`src/rtl/uart_rx_os.sv`:
```
// uart_rx_os: self-timed oversampling UART receiver with valid/ready output.
// Samples each bit mid-period off a shared i_tick, checks optional parity and
// 1 or 2 stop bits, and latches per-word status {break, overrun, frame, parity}.
// Optional feature macro: UART_RX_BREAK_EN (break detection and BREAK state).
module uart_rx_os #(
  parameter int unsigned DataLength = 8,
  parameter int unsigned Oversample = 16,
  parameter int unsigned ParityEn   = 0,
  parameter int unsigned ParityEven = 0,
  parameter int unsigned StopBits   = 1
) (
  input  logic                  i_clk,
  input  logic                  i_rst_n,
  input  logic                  i_tick,
  input  logic                  i_rx,
  output logic [DataLength-1:0] o_data,
  output logic [3:0]            o_status,
  output logic                  o_valid,
  input  logic                  i_ready,
  output logic                  o_busy
);

  localparam int unsigned TW = $clog2(Oversample);
  localparam int unsigned BW = $clog2(DataLength) + 1;
  localparam logic [TW-1:0] MidTick  = TW'(Oversample / 2 - 1);
  localparam logic [TW-1:0] EndTick  = TW'(Oversample - 1);
  localparam logic [BW-1:0] LastData = BW'(DataLength - 1);
  localparam logic [BW-1:0] LastStop = BW'(StopBits - 1);

  typedef enum logic [2:0] {
    S_IDLE,
    S_START,
    S_DATA,
    S_PARITY,
`ifdef UART_RX_BREAK_EN
    S_STOP,
    S_BREAK
`else
    S_STOP
`endif
  } state_e;

  state_e                state_q, state_d;
  logic [1:0]            sync_q, sync_d;
  logic                  prev_q, prev_d;
  logic [TW-1:0]         tick_cnt_q, tick_cnt_d;
  logic [BW-1:0]         bit_cnt_q, bit_cnt_d;
  logic [DataLength-1:0] shift_q, shift_d;
  logic                  perr_q, perr_d;
  logic                  ferr_q, ferr_d;
  logic [DataLength-1:0] data_q, data_d;
  logic [3:0]            status_q, status_d;
  logic                  valid_q, valid_d;

  logic rxs, fall, mid_hit, end_hit, par_exp, frame_ferr, frame_brk;
  logic complete, frame_clr, bit_sample;

  assign rxs        = sync_q[1];
  // prev_q only moves on ticks, so an edge is held until the next tick sees it
  assign fall       = prev_q & ~rxs;
  assign mid_hit    = i_tick && (tick_cnt_q == MidTick);
  assign end_hit    = i_tick && (tick_cnt_q == EndTick);
  assign par_exp    = (ParityEven != 0) ? ^shift_q : ~^shift_q;
  assign frame_ferr = ferr_q | ~rxs;

`ifdef UART_RX_BREAK_EN
  logic ones_q, ones_d;

  // Track whether any 1 was sampled in the data/parity/stop portion
  always_comb begin
    ones_d = ones_q;
    if (frame_clr) ones_d = 1'b0;
    else if (bit_sample) ones_d = ones_q | rxs;
  end

  // Break-tracking register
  always_ff @(posedge i_clk or negedge i_rst_n) begin
    if (!i_rst_n) ones_q <= 1'b0;
    else          ones_q <= ones_d;
  end

  assign frame_brk = ~(ones_q | rxs);
`else
  assign frame_brk = 1'b0;
`endif

  // All state registers; synchroniser and edge history reset to the idle level
  always_ff @(posedge i_clk or negedge i_rst_n) begin
    if (!i_rst_n) begin
      state_q    <= S_IDLE;
      sync_q     <= '1;
      prev_q     <= 1'b1;
      tick_cnt_q <= '0;
      bit_cnt_q  <= '0;
      shift_q    <= '0;
      perr_q     <= 1'b0;
      ferr_q     <= 1'b0;
      data_q     <= '0;
      status_q   <= '0;
      valid_q    <= 1'b0;
    end else begin
      state_q    <= state_d;
      sync_q     <= sync_d;
      prev_q     <= prev_d;
      tick_cnt_q <= tick_cnt_d;
      bit_cnt_q  <= bit_cnt_d;
      shift_q    <= shift_d;
      perr_q     <= perr_d;
      ferr_q     <= ferr_d;
      data_q     <= data_d;
      status_q   <= status_d;
      valid_q    <= valid_d;
    end
  end

  // Frame FSM: bit timing, sampling, and status accumulation
  always_comb begin
    state_d    = state_q;
    sync_d     = {sync_q[0], i_rx};
    prev_d     = i_tick ? rxs : prev_q;
    tick_cnt_d = tick_cnt_q;
    bit_cnt_d  = bit_cnt_q;
    shift_d    = shift_q;
    perr_d     = perr_q;
    ferr_d     = ferr_q;
    complete   = 1'b0;
    frame_clr  = 1'b0;
    bit_sample = 1'b0;
    if (i_tick && state_q != S_IDLE) tick_cnt_d = tick_cnt_q + 1'b1;
    unique case (state_q)
      S_IDLE: begin
        if (i_tick && fall) begin
          tick_cnt_d = '0;
          state_d    = S_START;
        end
      end
      S_START: begin
        if (mid_hit) begin
          if (rxs) begin
            state_d = S_IDLE;
          end else begin
            frame_clr  = 1'b1;
            tick_cnt_d = '0;
            bit_cnt_d  = '0;
            perr_d     = 1'b0;
            ferr_d     = 1'b0;
            state_d    = S_DATA;
          end
        end
      end
      S_DATA: begin
        if (end_hit) begin
          bit_sample = 1'b1;
          tick_cnt_d = '0;
          shift_d    = {rxs, shift_q[DataLength-1:1]};
          bit_cnt_d  = bit_cnt_q + 1'b1;
          if (bit_cnt_q == LastData) begin
            bit_cnt_d = '0;
            state_d   = (ParityEn != 0) ? S_PARITY : S_STOP;
          end
        end
      end
      S_PARITY: begin
        if (end_hit) begin
          bit_sample = 1'b1;
          tick_cnt_d = '0;
          bit_cnt_d  = '0;
          if (rxs != par_exp) perr_d = 1'b1;
          state_d = S_STOP;
        end
      end
      S_STOP: begin
        if (end_hit) begin
          bit_sample = 1'b1;
          tick_cnt_d = '0;
          ferr_d     = frame_ferr;
          bit_cnt_d  = bit_cnt_q + 1'b1;
          if (bit_cnt_q == LastStop) begin
            complete = 1'b1;
`ifdef UART_RX_BREAK_EN
            state_d  = frame_brk ? S_BREAK : S_IDLE;
`else
            state_d  = S_IDLE;
`endif
          end
        end
      end
`ifdef UART_RX_BREAK_EN
      S_BREAK: begin
        if (i_tick && rxs) state_d = S_IDLE;
      end
`endif
      default: state_d = S_IDLE;
    endcase
  end

  // Output holding register: load on completion, or flag overrun if still held
  always_comb begin
    data_d   = data_q;
    status_d = status_q;
    valid_d  = valid_q;
    if (complete) begin
      if (!valid_q || i_ready) begin
        data_d   = shift_q;
        status_d = {frame_brk, 1'b0, frame_ferr, perr_q};
        valid_d  = 1'b1;
      end else begin
        status_d[2] = 1'b1;
      end
    end else if (valid_q && i_ready) begin
      valid_d     = 1'b0;
      status_d[2] = 1'b0;
    end
  end

  assign o_data   = data_q;
  assign o_status = status_q;
  assign o_valid  = valid_q;
  assign o_busy   = (state_q != S_IDLE);

endmodule

```
`config.mk`:
```
export PLATFORM = sky130hd
export DESIGN_NAME = uart_rx_os
export DESIGN_NICKNAME = d
export VERILOG_FILES = /design/src/rtl/uart_rx_os.sv
export SDC_FILE = /design/constraint.sdc
export NUM_CORES = 1
export LEC_CHECK = 0
export ABC_AREA = 1
export BUFFER_PORTS_ARGS = -buffer_cell sky130_fd_sc_hd__buf_2
export CORE_MARGIN = 5
export CORE_UTILIZATION = 35
export CTS_CLUSTER_DIAMETER = 150
export DETAILED_ROUTE_END_ITERATION = 7
export HOLD_SLACK_MARGIN = 0.06
export SLEW_MARGIN = 5
export SYNTH_ARGS = -nofsm -noshare
export SYNTH_HDL_FRONTEND = slang
export SYNTH_SLANG_ARGS = --single-unit
```
`constraint.sdc`:
```
create_clock -name i_clk -period 1.5 [get_ports i_clk]
set_input_delay 0.225 -clock i_clk [delete_from_list [all_inputs] [get_ports i_clk]]
set_output_delay 0.225 -clock i_clk [all_outputs]
set_load 0.05 [all_outputs]
```
### Yosys cells after proc, flatten, opt, wreduce, memory -nomap -nowiden

Index checks and enable logic that the tools add are counted.

| cells by class | value |
|---|---|
| add/subtract/negate cells | 2 |
| eq/ne operators | 18 |
| muxes and demuxes | 37 |
| bitwise logic cells | 3 |
| reductions and logical operators | 23 |

Operators by type and width:

| cell | number |
|---|---|
| two-way mux 4 bit | 11 |
| two-way mux 3 bit | 7 |
| != test 2 bit, second input constant | 9 |
| case mux 4 bit (4 select lines) | 1 |
| case mux 3 bit (5 select lines) | 1 |
| two-way mux 1 bit | 13 |
| case mux 4 bit (3 select lines) | 1 |
| adder 4 x 1 -> 4 bit, second input constant | 2 |
| equality test 4 x 3 -> 1 bit, second input constant | 2 |
| XNOR reduction 8 bit | 1 |
| AND reduction 7 bit | 1 |
| equality test 3 x 2 -> 1 bit, second input constant | 2 |
| AND reduction 2 bit | 3 |
| AND reduction 6 bit | 1 |
| nonzero test 2 bit | 3 |
| logical AND 1 bit | 5 |
| AND reduction 5 bit | 1 |
| equality test 4 bit, second input constant | 1 |
| logical NOT 4 bit | 1 |
| case mux 1 bit (2 select lines) | 2 |
| AND reduction 4 bit | 1 |
| nonzero test 4 bit | 1 |
| equality test 3 x 1 -> 1 bit, second input constant | 1 |
| equality test 3 bit, second input constant | 1 |
| other kinds (11) | 11 |

| word-level totals | value |
|---|---|
| register bits after elaboration | 36 |
| input bits | 5 |
| output and inout bits | 14 |
| logic and storage cells | 95 |

### Longest topological paths before layout

Gate-level depths: netlist of run 1.

| logic depth | value |
|---|---|
| word-level depth | 6 |
| mapped depth | 12 |
| depth with buffers taken out | 12 |

### Least setup slack after synthesis of run 1

Ideal clock, no wire load.

| timing path | value |
|---|---|
| kind | reg2reg |
| start | register state_q[0] |
| end | register state_q[0] |
| library setup time | 0.148 ns |
| arrival time | 1.464 ns |
| required time | 1.352 ns |
| slack | -0.112 ns |
| cell stages (with the launch flop) | 7 |
| path buffers | 0 |
| period minus slack after synthesis | 1.612 ns |
| path through | dfrtp_1 > nor2_2 > nand2_1 > a31oi_1 > nor2_2 > nand2_2 > o21ai_0 |

| on the way | value |
|---|---|
| cells in the longest elaborated chain, start to end | 3 |
| elaborated cells between the ends (all ways) | 14 |
| classes of those cells | 11 x eq/ne; 1 x mux; 2 x reduce/logical |

RTL lines:

| what | line | RTL |
|---|---|---|
| start: declaration | 43 | `state_e state_q, state_d;` |
| start signal: assignment | 102 | `state_q <= state_d;` |
| equality test 3 bit, or another cell as far along | 130 | `unique case (state_q)` |
| != test 2 bit (no source line) | -- |  |
| AND reduction 7 bit (no source line) | -- |  |

Several ways; a longest one is shown, not always the timed one.
A chain may end at the register's enable or synchronous reset.

### Worst setup path after layout of run 1

| timing path | value |
|---|---|
| start | register tick_cnt_q[1] |
| end | register state_q[2] |

| on the way | value |
|---|---|
| cells in the longest elaborated chain, start to end | 4 |
| elaborated cells between the ends (all ways) | 9 |
| classes of those cells | 6 x eq/ne; 3 x reduce/logical |

RTL lines:

| what | line | RTL |
|---|---|---|
| start: declaration | 46 | `logic [TW-1:0] tick_cnt_q, tick_cnt_d;` |
| start signal: assignment | 105 | `tick_cnt_q <= tick_cnt_d;` |
| equality test 4 bit / equality test 4 x 3 -> 1 bit (equally long branches) | 62, 61 |  |
| logical AND 1 bit, on equally long branches | 62, 61 |  |
| != test 2 bit (no source line) | -- |  |
| AND reduction 7 bit (no source line) * | -- |  |

Mark *: on every way between the ends. The rest lies on a longest branch, timed or not.

==> results of run 1 <==
-- worst register-to-register path, stage by stage (launching register included) --
cell and delay [ps]:
dfrtp_1 360, ha_2 190, nand2_2 60, inv_2 70, nand3_1 60, nand2_1 80
nand2_1 70, inv_2 70, nand2_4 70, nor2_2 100, nand2_2 90, nand2_1 60
o21ai_0 80
-- timing repair --
action,in CTS,in global routing
gates resized for setup,9,17
cloned,0,1
pin swaps,3,4
hold endpoints to repair,34,0
setup endpoints to repair,21,33
setup buffers,1,3
hold buffers,2,0
-- state kept, by name (all words and copies together), names as in the netlist, 2 cells and up --
register and cells:
bit_cnt_q 4, o_data 8, o_status 3, shift_q 8, state_q 3, sync_q 2, tick_cnt_q 4
-- worst min path at each step --
stage	startpoint	to	slack, ps	depth (start not counted)
finish	i_tick	prev_q	180	2
global route	i_tick	prev_q	190	2
CTS	i_tick	prev_q	160	2
detailed placement	i_rst_n	shift_q[4]	300	2
global placement	i_rst_n	shift_q[4]	300	2
floorplan	i_rst_n	bit_cnt_q[0]	-70	0
-- area by class of cell --
class / instances / share of cell area (%)
Sequential cell: 36 / 39.1
Multi-Input combinational cell: 161 / 36.1
Timing Repair Buffer: 35 / 11.1
Inverter: 31 / 5.12
Tap cell: 70 / 3.77
Clock buffer: 5 / 2.96
Clock inverter: 3 / 1.83
-- power groups by stage --
stage          Sequential [mW]  Combinational, mW  Clock [mW]
5_1_grt                   1.25               1.47       0.922
6_report                  1.23               1.30       0.854
2_1_floorplan             1.22              0.783           0
3_3_place_gp              1.22               1.14           0
3_5_place_dp              1.22               1.14           0
4_1_cts                   1.21               1.20       0.882
-- layout by cell type (no fill, tap or decap), types with 2 or more instances in the layout --
cell type	instances
nand2_1	69
inv_1	26
dfrtp_2	3
nor3_1	2
dfstp_2	3
dfrtp_1	30
nor2_2	4
o21ai_0	20
buf_4	14
xor2_1	4
nor2_4	3
dlygate4sd3_1	2
a21oi_1	6
nand3_1	6
inv_2	4
ha_1	2
buf_2	16
nand2_4	5
o21ai_1	9
nor2_1	16
nand2_2	4
clkbuf_8	5
o21ai_2	2
-- cells by family (layout without fill, tap and decap cells) --
logic type | after synthesis | after routing | synth area share, %
AO/OA/AOI/OAI | 39 | 39 | 11.3
XOR/XNOR | 5 | 5 | 2.41
adder cells (fa/ha/maj) | 3 | 3 | 2.06
buffers and inverters | 35 | 74 | 8.45
flip-flops | 36 | 36 | 49.7
other | 1 | 1 | 0.206
AND/OR/NAND/NOR | 113 | 113 | 25.9
-- metal layers --
metal	global-route usage, %	vias to the layer above	routed length [um]
met5	0	-	0
met4	4.98	0	36
met3	3.25	4	114
met2	18.7	17	1750
met1	16.2	677	1810
li1	-	803	-
-- per-stage QoR --
step / setup TNS, ps / setup WS (ps) / power, mW / hold slack, ps / cells
floorplan: 0 / 4.45 / 2.00 / -70.6 / 232
global placement: -271 / -31.5 / 2.35 / 298 / 326
detailed placement: -841 / -76.0 / 2.37 / 298 / 326
CTS: -0.727 / -0.727 / 3.30 / 157 / 337
global route: -985 / -89.1 / 3.64 / 185 / 341
finish: 0 / 14.5 / 3.38 / 179 / 341
==> results.json, run 1 <==
{
  "vdd_drop_max_uv": 502,
  "arrival_ps": 1650,
  "yosys-top-cells-area": "dfrtp_1 45%, nand2_1 15%, inv_1 6.0%",
  "synth.largest_area_cell": "dfrtp_1",
  "worst-path-stages": 12,
  "slew_viol_final": 0,
  "clkSinkCount": 36,
  "reg2reg_depth": 12,
  "crit_required_ps": 1660,
  "clockBufferDepth": 2,
  "dr_total_vias": 1501,
  "rows": 26,
  "hold_viol": 0,
  "slowest_stage": "dfrtp_1",
  "path_buf_inv": 2,
  "pwr-share-clk_pct": 25.2,
  "diodes": 0,
  "grt_first_pass_wirelength_mm": 6.29,
  "placedInstanceArea_sq_um": 2050,
  "fin_crit_sh_pct": 99.0,
  "p_int_mw": 2.13,
  "antenna_found_initial": 0,
  "start_util_pct": 35.9,
  "fin_crit_ps": 1490,
  "rsz0062_at_grt": "true",
  "cts_max_level": 2,
  "cts_buffers": 5,
  "r2r_end": "state_q[2]",
  "die_height_um": 82.1,
  "cts-root-buf": "clkbuf_8",
  "final_area_sq_um": 2320,
  "port_buffers": 17,
  "postSynthAreaPerCell_sq_um": 7.85,
  "post-route-util_pct": 45.8,
  "die_w_um": 82.1,
  "drt_iter0_markers": 69,
  "path_cells": "ha_2 > nand2_2 > inv_2 > nand3_1 > nand2_1 > nand2_1 > inv_2 > nand2_4 > nor2_2 > nand2_2 > nand2_1 > o21ai_0",
  "clkTransAtPathRegs_ps": 70,
  "synth_warnings": 0,
  "drt.antenna.violating_nets": 0,
  "routedWlPerCell_um": 10.9,
  "overflow": 0,
  "cap_violations": 0,
  "yosys.cell_types.count": 26,
  "switching_share_pct": 37.0,
  "die_area_sq_um": 6740,
  "worstHoldPathType": "in2reg",
  "vias_per_cell": 4.40,
  "critPathLaunchType": "flip-flop",
  "layout.nets": 278,
  "synthTopCellsByCount": "74 x nand2_1, 33 x dfrtp_1, 29 x inv_1",
  "remaining_drc_errors": 0,
  "syn_nets": 240,
  "cts_tree": "yes",
  "cp_max_fo": 5,
  "async_reset_ff_share_pct": 100,
  "areaGrowthSynthToFinish_pct": 27.6,
  "multi_input_area_sq_um": 838,
  "pwr-share-comb_pct": 38.5,
  "io_pins": 19,
  "nFillCells": 513,
  "total_leakage_power_nw": 1.17,
  "power.switching_mw": 1.25,
  "crit_family": "simple AND/OR/NAND/NOR gates",
  "yosysMostFrequentCell": "nand2_1",
  "clk_latency_ps": 290,
  "r2r_setup_slack_ps": 10,
  "regArea_sq_um": 908,
  "grt_pass1_vias": 1400,
  "grt_max_degree": 37,
  "synthFlopType": "dfrtp_1",
  "path_common_cell": "nand2_1",
  "seq_area_frac_synth_pct": 49.7,
  "gp_congestion": 0.853,
  "first_pass_iters": 4,
  "drt-total-wl_mm": 3.71,
  "synth_area_sq_um": 1820,
  "place_hpwl_mm": 2.60,
  "coreArea_sq_um": 5070,
  "crit_start": "tick_cnt_q[1]",
  "track_usage_pct": 12.2,
  "fin_worst_skew_ps": 3.36,
  "critical_path_class": "reg2reg",
  "end_kind": "flip-flop",
  "pwr-share-seq_pct": 36.3,
  "power.density_nw_per_um2": 1460,
  "status": "complete, no violations",
  "synth_edf_count": 0,
  "ys_seq_elements": 36,
  "drive_gt1_share_pct": 26.9,
  "synth_cells": 232,
  "fmax_ghz": 0.673,
  "yosysTopAreaCellShare_pct": 45.4,
  "r2r-start": "tick_cnt_q[1]",
  "endpoint": "state_q[2]",
  "critPathMaxStageDelay_ps": 360,
  "setup_viol": 0
}
(Power assumes the default switching activity.)
==> run 2, diff against run 1 <==
CELL_PAD_IN_SITES_DETAIL_PLACEMENT = 1   (was not set)
CELL_PAD_IN_SITES_GLOBAL_PLACEMENT = 2   (was not set)
CORE_UTILIZATION = 34   (was 35)
PLACE_DENSITY_LB_ADDON = 0.1   (was not set)
clock period = 1.7 ns   (was 1.5 ns; I/O delays follow)
==> results.json, run 2 (synthesized netlist as in run 1, its figures left out) <==
{
  "cp_max_fo": 6,
  "crit_required_ps": 1440,
  "io_pins": 19,
  "arrival_ps": 1270,
  "final_cell_mix": "71 x nand2_1, 33 x dfrtp_1, 27 x inv_1",
  "place_hpwl_mm": 2.93,
  "drt_iter0_markers": 34,
  "hold_viol": 0,
  "fin_crit_sh_pct": 89.9,
  "nFillCells": 672,
  "slew_viol_final": 0,
  "remaining_drc_errors": 0,
  "end_kind": "output pin",
  "dr_total_vias": 1479,
  "coreArea_sq_um": 5140,
  "grt_first_pass_wirelength_mm": 6.98,
  "p_total_mw": 2.64,
  "antenna_found_initial": 0,
  "gp_congestion": 0.729,
  "die_height_um": 83.2,
  "cts-root-buf": "clkbuf_8",
  "drt.antenna.violating_nets": 0,
  "track_usage_pct": 12.2,
  "highest_layer": "met4",
  "place_inst": 318,
  "die_w_um": 83.2,
  "cts_buffers": 5,
  "regArea_sq_um": 905,
  "multi_input_area_sq_um": 792,
  "fmax_ghz": 0.654,
  "start_util_pct": 35.4,
  "grt_max_degree": 21,
  "setup_viol": 0,
  "dr_wl_met3_um": 111,
  "status": "complete, no violations",
  "worst_hold_slack_ps": 192,
  "cts_tree": "yes",
  "final_area_sq_um": 2150,
  "rsz0062_at_grt": "false",
  "path_cells": "inv_1 > nand2_1 > buf_2",
  "hold_path_depth": 2,
  "cap_violations": 0,
  "power.density_nw_per_um2": 1230,
  "vdd_drop_max_uv": 736,
  "first_pass_iters": 4,
  "cts_max_level": 2,
  "grt_pass1_vias": 1553,
  "reg2reg_depth": 11,
  "wl_met1_mm": 1.81,
  "drt-total-wl_mm": 3.89,
  "clk_latency_ps": 280,
  "areaGrowthSynthToFinish_pct": 18.1,
  "fin_cells": 329,
  "worstHoldPathType": "in2reg",
  "fin_ws_ps": 171,
  "clockBufferDepth": 2,
  "total_leakage_power_nw": 1.07,
  "diodes": 0,
  "critical_path_class": "reg2out",
  "fin_setup_tns_ps": 0,
  "vias_per_cell": 4.50,
  "port_buffers": 17,
  "critPathLaunchType": "flip-flop",
  "post-route-util_pct": 41.8,
  "placedInstanceArea_sq_um": 2000,
  "drive_gt1_share_pct": 19.7,
  "layout.nets": 266,
  "fin_crit_ps": 1530,
  "wl_met2_mm": 1.92,
  "clkSinkCount": 36,
  "final_common_cell": "nand2_1",
  "place_ws_ps": 74.3,
  "fin_worst_skew_ps": 4.53,
  "routedWlPerCell_um": 11.8,
  "critPathMaxStageDelay_ps": 450,
  "clkTransAtPathRegs_ps": 70,
  "die_area_sq_um": 6920,
  "slowest_stage": "dfrtp_1",
  "rows": 26,
  "overflow": 0
}
==> run 2: changes by cell type in the layout (fill, tap and decap cells not counted), moves of 3 or more <==
cell and delta:
buf_4 -12, nand2_4 -4, dfrtp_1 +3, dfrtp_2 -3, nor2_1 +3
==> run 2: critical path: cells and delay by family (launching register included) <==
kind,cells,cell delay (ps)
buffers and inverters,2,390
flip-flops,1,450
AND/OR/NAND/NOR,1,150
==> run 2: layer usage <==
metal / track usage [%] / vias up
met5: 0 / -
met4: 3.57 / 0
met3: 3.37 / 7
met2: 20.6 / 14
met1: 15.1 / 685
li1: - / 773
==> run 2: final timing paths <==
kind                          endpoint  slack (ps)           from
min in group asynchronous  o_status[2]         450        i_rst_n
hold / removal                  prev_q         190         i_tick
hold reg to reg              sync_q[1]         360      sync_q[0]
max in group asynchronous       prev_q         710        i_rst_n
setup / recovery                o_busy         170     state_q[2]
setup reg to reg           o_status[1]         190  tick_cnt_q[1]
==> run 2: power by group <==
part / total (mW) / internal, mW / leakage, nW / switching [mW]
Clock: 0.632 / 0.331 / 0.0455 / 0.301
Combinational: 0.927 / 0.306 / 0.541 / 0.621
Sequential: 1.08 / 0.974 / 0.480 / 0.103
Total: 2.64 / 1.61 / 1.07 / 1.02
==> run 2: layout make-up <==
class                      count  area share, %
sequential                    36           42.1
multi-input combinational    161           36.8
timing repair buffer          23           7.45
inverter                      31           5.41
clock buffer                   8           4.19
tap                           70           4.07
==> run 2: timing repair <==
item	in CTS	in global routing
hold endpoints to repair	17	0
gates resized for setup	0	10
buffers inserted	0	1
endpoints found under the setup margin	0	15
hold buffers	2	0
